$ cat config.mk
export PLATFORM = sky130hd
export DESIGN_NAME = write_buffer_pool
export DESIGN_NICKNAME = d
export VERILOG_FILES = /design/src/rtl/write_buffer_pool.sv
export SDC_FILE = /design/constraint.sdc
export NUM_CORES = 2
export LEC_CHECK = 0
export BUFFER_PORTS_ARGS = -buffer_cell sky130_fd_sc_hd__buf_2
export CAP_MARGIN = 10
export CORE_MARGIN = 2
export CORE_UTILIZATION = 50
export DETAILED_ROUTE_END_ITERATION = 10
export HOLD_SLACK_MARGIN = 0.02
export MAX_ROUTING_LAYER = met4
export PLACE_DENSITY_LB_ADDON = 0.12
export SLEW_MARGIN = 20
export SYNTH_ARGS = -nofsm -noshare
export SYNTH_HDL_FRONTEND = slang
export SYNTH_SLANG_ARGS = --single-unit
$ cat constraint.sdc
create_clock -name clk -period 2.6 [get_ports clk]
set_input_delay 0.39 -clock clk [delete_from_list [all_inputs] [get_ports clk]]
set_output_delay 0.39 -clock clk [all_outputs]
set_load 0.05 [all_outputs]
$ cat src/rtl/write_buffer_pool.sv
// Pooled write buffer: free-id allocator, byte-enable merge, 1-cycle read, release, error pulse.
// Optional MPC_WBUF_BYPASS_EN: a read colliding with a same-cycle write returns the merged data.
module write_buffer_pool #(
  parameter int DATA_W = 128,
  parameter int DEPTH  = 8,
  parameter int ID_W   = $clog2(DEPTH),
  parameter int BE_W   = DATA_W / 8
) (
  input  logic              clk,
  input  logic              rst_n,
  input  logic              alloc_valid_i,
  output logic              alloc_ready_o,
  output logic [ID_W-1:0]   alloc_id_o,
  input  logic              wr_valid_i,
  input  logic [ID_W-1:0]   wr_id_i,
  input  logic [DATA_W-1:0] wr_data_i,
  input  logic [BE_W-1:0]   wr_be_i,
  input  logic              rd_valid_i,
  input  logic [ID_W-1:0]   rd_id_i,
  input  logic              rd_release_i,
  output logic              rd_rsp_valid_o,
  output logic [ID_W-1:0]   rd_rsp_id_o,
  output logic [DATA_W-1:0] rd_rsp_data_o,
  output logic              free_valid_o,
  output logic [ID_W-1:0]   free_id_o,
  output logic [ID_W:0]     occupancy_o,
  output logic              err_o
);

  logic [DEPTH-1:0]  used_q, used_d;
  logic [DATA_W-1:0] data_q [DEPTH];
  logic [ID_W:0]     occ_q, occ_d;
  logic              rsp_valid_q;
  logic [ID_W-1:0]   rsp_id_q;
  logic [DATA_W-1:0] rsp_data_q, rsp_data_d;
  logic              free_valid_q;
  logic [ID_W-1:0]   free_id_q;
  logic              err_q, err_d;

  logic              alloc_fire, wr_ok, rd_hit, rel_fire;
  logic [DATA_W-1:0] merged;

  // Lowest-index free entry; a same-cycle release is still marked used here.
  always_comb begin
    alloc_ready_o = ~&used_q;
    alloc_id_o    = '0;
    for (int i = DEPTH - 1; i >= 0; i--) begin
      if (!used_q[i]) alloc_id_o = ID_W'(i);
    end
  end

  assign alloc_fire = alloc_valid_i && alloc_ready_o;
  assign wr_ok      = wr_valid_i && used_q[wr_id_i];
  assign rd_hit     = used_q[rd_id_i];
  assign rel_fire   = rd_valid_i && rd_release_i && rd_hit;

  always_comb begin
    merged = data_q[wr_id_i];
    for (int b = 0; b < BE_W; b++) begin
      if (wr_be_i[b]) merged[b*8 +: 8] = wr_data_i[b*8 +: 8];
    end
  end

  always_comb begin
    rsp_data_d = '0;
    if (rd_hit) begin
`ifdef MPC_WBUF_BYPASS_EN
      rsp_data_d = (wr_ok && (wr_id_i == rd_id_i)) ? merged : data_q[rd_id_i];
`else
      rsp_data_d = data_q[rd_id_i];
`endif
    end
  end

  always_comb begin
    used_d = used_q;
    if (rel_fire)   used_d[rd_id_i]    = 1'b0;
    if (alloc_fire) used_d[alloc_id_o] = 1'b1;
    occ_d = occ_q + (ID_W+1)'(alloc_fire) - (ID_W+1)'(rel_fire);
    err_d = (wr_valid_i && !used_q[wr_id_i]) ||
            (rd_valid_i && !rd_hit) ||
            (alloc_valid_i && !alloc_ready_o);
  end

  always_ff @(posedge clk or negedge rst_n) begin
    if (!rst_n) begin
      used_q       <= '0;
      occ_q        <= '0;
      rsp_valid_q  <= 1'b0;
      rsp_id_q     <= '0;
      rsp_data_q   <= '0;
      free_valid_q <= 1'b0;
      free_id_q    <= '0;
      err_q        <= 1'b0;
    end else begin
      used_q       <= used_d;
      occ_q        <= occ_d;
      rsp_valid_q  <= rd_valid_i;
      rsp_id_q     <= rd_valid_i ? rd_id_i : '0;
      rsp_data_q   <= rd_valid_i ? rsp_data_d : '0;
      free_valid_q <= rel_fire;
      free_id_q    <= rel_fire ? rd_id_i : '0;
      err_q        <= err_d;
    end
  end

  always_ff @(posedge clk or negedge rst_n) begin
    if (!rst_n) begin
      for (int i = 0; i < DEPTH; i++) data_q[i] <= '0;
    end else if (wr_ok) begin
      data_q[wr_id_i] <= merged;
    end
  end

  assign rd_rsp_valid_o = rsp_valid_q;
  assign rd_rsp_id_o    = rsp_id_q;
  assign rd_rsp_data_o  = rsp_data_q;
  assign free_valid_o   = free_valid_q;
  assign free_id_o      = free_id_q;
  assign occupancy_o    = occ_q;
  assign err_o          = err_q;

endmodule

==> results.tsv <==
metric	value	unit
remaining_global_route_overflow	0	
synth_nets	5913	
synthMuxAreaShare	18.0	%
grt.total_usage	37.1	%
min_cycle_time_layout	2500	ps
route.detailed.vias_per_inst	6.73	
clock-skew-final	25.5	ps
routed_via_count	52145	
global_route_wire_length_before_repair	341	mm
post_synth_xor_area_fraction	0.0427	%
power.leakage	31.3	nW
power.ir.vdd_worst	748	µV
path_max_fanout	5	
worstPathCellList	buf_4 -> nand2b_1 -> a21oi_2 -> o221ai_2 -> inv_2 -> buf_6	
beginning_of_the_worst_register_to_register_path	used_q[1]	
top_level_ports	301	
max-clock-path-buffers	3	
crit_type	flop to output port	
post_route_cells_drive_above_1_share	23.3	%
synth_top_family_by_area	compound AO/OA/AOI/OAI gates	
core_region_area	122000	µm²
clock_latency	780	ps
total_switching_power	18.9	mW
grt_antenna_before_repair	6	
crit_path_leading_delay_family	buffers and inverters	
postSynthAreaPerCell	10.7	µm²
synth_simple_gate_area_share	11.3	%
commonest_non_fill_non_tap_cells_in_the_layout	sky130_fd_sc_hd__dfrtp_1 (1173), sky130_fd_sc_hd__nand2_1 (1135), sky130_fd_sc_hd__o21ai_0 (440), sky130_fd_sc_hd__mux2i_1 (308), sky130_fd_sc_hd__buf_2 (291)	
power.clock.fraction	32.8	%
first_global_vias	52084	
max_slew_margin	27.4	%
cts_buffers	137	
synth.ff_latch_count	1173	
synthTopCellsByArea	sky130_fd_sc_hd__dfrtp_1 (48%), sky130_fd_sc_hd__mux4_2 (9.5%), sky130_fd_sc_hd__nand2_1 (7.0%), sky130_fd_sc_hd__mux2i_1 (5.0%), sky130_fd_sc_hd__o21ai_0 (3.6%)	
finalHoldViolations	0	
setup_total_negative_slack	0	ps
post-synth-top-area-cell	sky130_fd_sc_hd__dfrtp_1	
starting_density_of_the_core	50.4	%
crit_start	used_q[7]	
die_area	126000	µm²
die-height	355	µm
cts-htree-levels	4	
initialDrtViolationCount	6420	
syn_inst	5752	
slew_violations	0	
critical_path_required	2210	ps
power_per_cell_area	823	nW/µm²
timing_worst_slew_pin_value	1090	ps
root_buffer	sky130_fd_sc_hd__clkbuf_16	
count_of_buffering_cells_on_the_critical_path_with_inverters_included	3	
synth_compound_area_share	18.5	%
final_nets	6178	
grt_max_degree	99	
die_x	355	µm
yosysWarningCount	0	
dp.final_hpwl	138	mm
setup_ws	104	ps
pre_cts_slack	67.5	ps
worst_path_largest_cell_delay	400	ps
pwr-share-seq	43.9	%
top_reg_cell_synth	sky130_fd_sc_hd__dfrtp_1	
synth-adder-area-share	0.114	%
asyncSetResetFlopFracSynth	100	%
io_buffers	300	
timing.critical_path.slowest_stage_cell	sky130_fd_sc_hd__dfrtp_1	
syn_area	61500	µm²
end_kind	output port	
edff_count_synth	0	
hold_start	wr_data_i[90]	
share_of_the_clock_period_used_by_the_worst_path_after_layout	96.0	%
synth_cell_types	68	
postRouteWirelength	228	mm
detail_route.wl_per_cell	29.4	µm
mostFrequentLayoutCell	sky130_fd_sc_hd__dfrtp_1	
power.switching_fraction	31.9	%
drt_first_pass_iters	6	
floorplan.rows	128	
synth_seq_area_share	47.7	%
place_congestion	0.884	
internal-power	40.2	mW
final-setup-viol-count	0	
syn_to_final_growth	16.6	%
clock_sink_count	1173	
fmax	401	MHz
tritoncts	yes	
drt_drc_violations_left	0	
post-synth-top-area-fraction	47.7	%
run_status	completed	
critical_path_start_type	flop	
comb_power_share	23.3	%
drt.antenna.violating_nets	0	
worst_setup_hold_path_clk_slew	60	ps
hold_path_class	input port to flop	
cap_viol_max_count	0	
critical_path_arrival	2110	ps
-- through the flow --
step | instances | util [%] | instance area [µm²] | hold WS [ps] | power (mW)
floorplan | 5752 | - | 61500 | 94.4 | 34.8
global placement | 7446 | 54.7 | 66600 | 335 | 39.2
detailed placement | 7446 | 54.7 | 66600 | 338 | 39.7
CTS | 7742 | 58.8 | 71700 | 31.5 | 59.0
global route | 7744 | 58.8 | 71700 | 61.4 | 61.7
finish | 7746 | 58.8 | 71700 | 77.6 | 59.0
-- synth_stat cells, types with 36 or more instances --
master	instances
sky130_fd_sc_hd__nand2_1	1142
sky130_fd_sc_hd__a22oi_1	56
sky130_fd_sc_hd__mux2_2	189
sky130_fd_sc_hd__a221oi_1	212
sky130_fd_sc_hd__o31ai_1	290
sky130_fd_sc_hd__inv_1	62
sky130_fd_sc_hd__a32o_1	58
sky130_fd_sc_hd__o32ai_1	36
sky130_fd_sc_hd__nor2b_1	77
sky130_fd_sc_hd__o22a_1	39
sky130_fd_sc_hd__buf_1	74
sky130_fd_sc_hd__buf_2	167
sky130_fd_sc_hd__dfrtp_1	1173
sky130_fd_sc_hd__clkbuf_1	275
sky130_fd_sc_hd__mux2i_1	308
sky130_fd_sc_hd__o221ai_1	41
sky130_fd_sc_hd__nor2_1	215
sky130_fd_sc_hd__o21ai_0	440
sky130_fd_sc_hd__nand2b_1	94
sky130_fd_sc_hd__o21ai_1	39
sky130_fd_sc_hd__a221oi_2	46
sky130_fd_sc_hd__mux4_2	260
sky130_fd_sc_hd__a21oi_1	79
sky130_fd_sc_hd__a31oi_1	50
-- cells by family (layout without fill, tap and decap cells) --
family	Yosys count	count (layout)
fa+ha+maj	5	5
xor+xnor	3	3
flops	1173	1173
buf+inv	609	975
compound gates	1558	1558
other cells	0	3
mux	758	758
simple gates	1646	1646
-- state kept, by name, summed over array words and instances, names as in the netlist --
| name | cells |
|---|---|
| data_q | 1024 |
| err_o | 1 |
| free_id_o | 3 |
| free_valid_o | 1 |
| occupancy_o | 4 |
| rd_rsp_data_o | 128 |
| rd_rsp_id_o | 3 |
| rd_rsp_valid_o | 1 |
| used_q | 8 |
-- repair_timing --
| action | 4_1_cts | 5_1_grt |
|---|---|---|
| hold endpoints to repair | 534 | 0 |
| buffers inserted | 1 | 1 |
| gates resized for setup | 4 | 1 |
| hold buffers | 55 | 0 |
| cloned | 0 | 0 |
| endpoints found under the setup margin | 1 | 1 |
-- metal layers --
layer	global-route usage, %	wire [µm]	vias to the layer above
met5	-	0	-
met4	15.9	10700	0
met3	8.08	25600	693
met2	53.7	99800	3295
met1	50.7	91500	26272
li1	-	-	21885
-- final timing paths --
kind / endpoint / slack [ps] / depth (start not counted)
min in group asynchronous: rd_rsp_data_o[8] / 130 / 2
hold reg to reg: data_q[498] / 500 / 2
hold / removal: data_q[986] / 80 / 3
setup / recovery: alloc_id_o[0] / 100 / 6
setup reg to reg: occupancy_o[2] / 250 / 11
max in group asynchronous: data_q[23] / 1470 / 4
-- layout make-up --
type                       instances  area, µm²
fill                           10204      50200
multi-input combinational       3970      29700
sequential                      1173      29400
timing repair buffer             670       5890
clock buffer                     212       4210
tap                             1625       2030
clock inverter                    28        265
inverter                          65        246
antenna                            3       7.51
-- worst min-delay path: cells and delay by family --
| kind | cells | cell delay (ps) |
|---|---|---|
| compound gates | 1 | 190 |
| buf+inv | 1 | 140 |
| simple gates | 1 | 90 |
-- power by group through the flow --
| stage | combinational [mW] | sequential (mW) | clock (mW) |
|---|---|---|---|
| after detailed placement | 13.6 | 26.1 | 0 |
| after CTS | 13.7 | 25.8 | 19.5 |
| after global routing | 15.0 | 26.4 | 20.3 |
| final | 13.8 | 25.9 | 19.3 |
| after global placement | 13.3 | 26.0 | 0 |
| after floorplan | 8.82 | 26.0 | 0 |
Note: power is estimated with default switching activity, not from simulation.
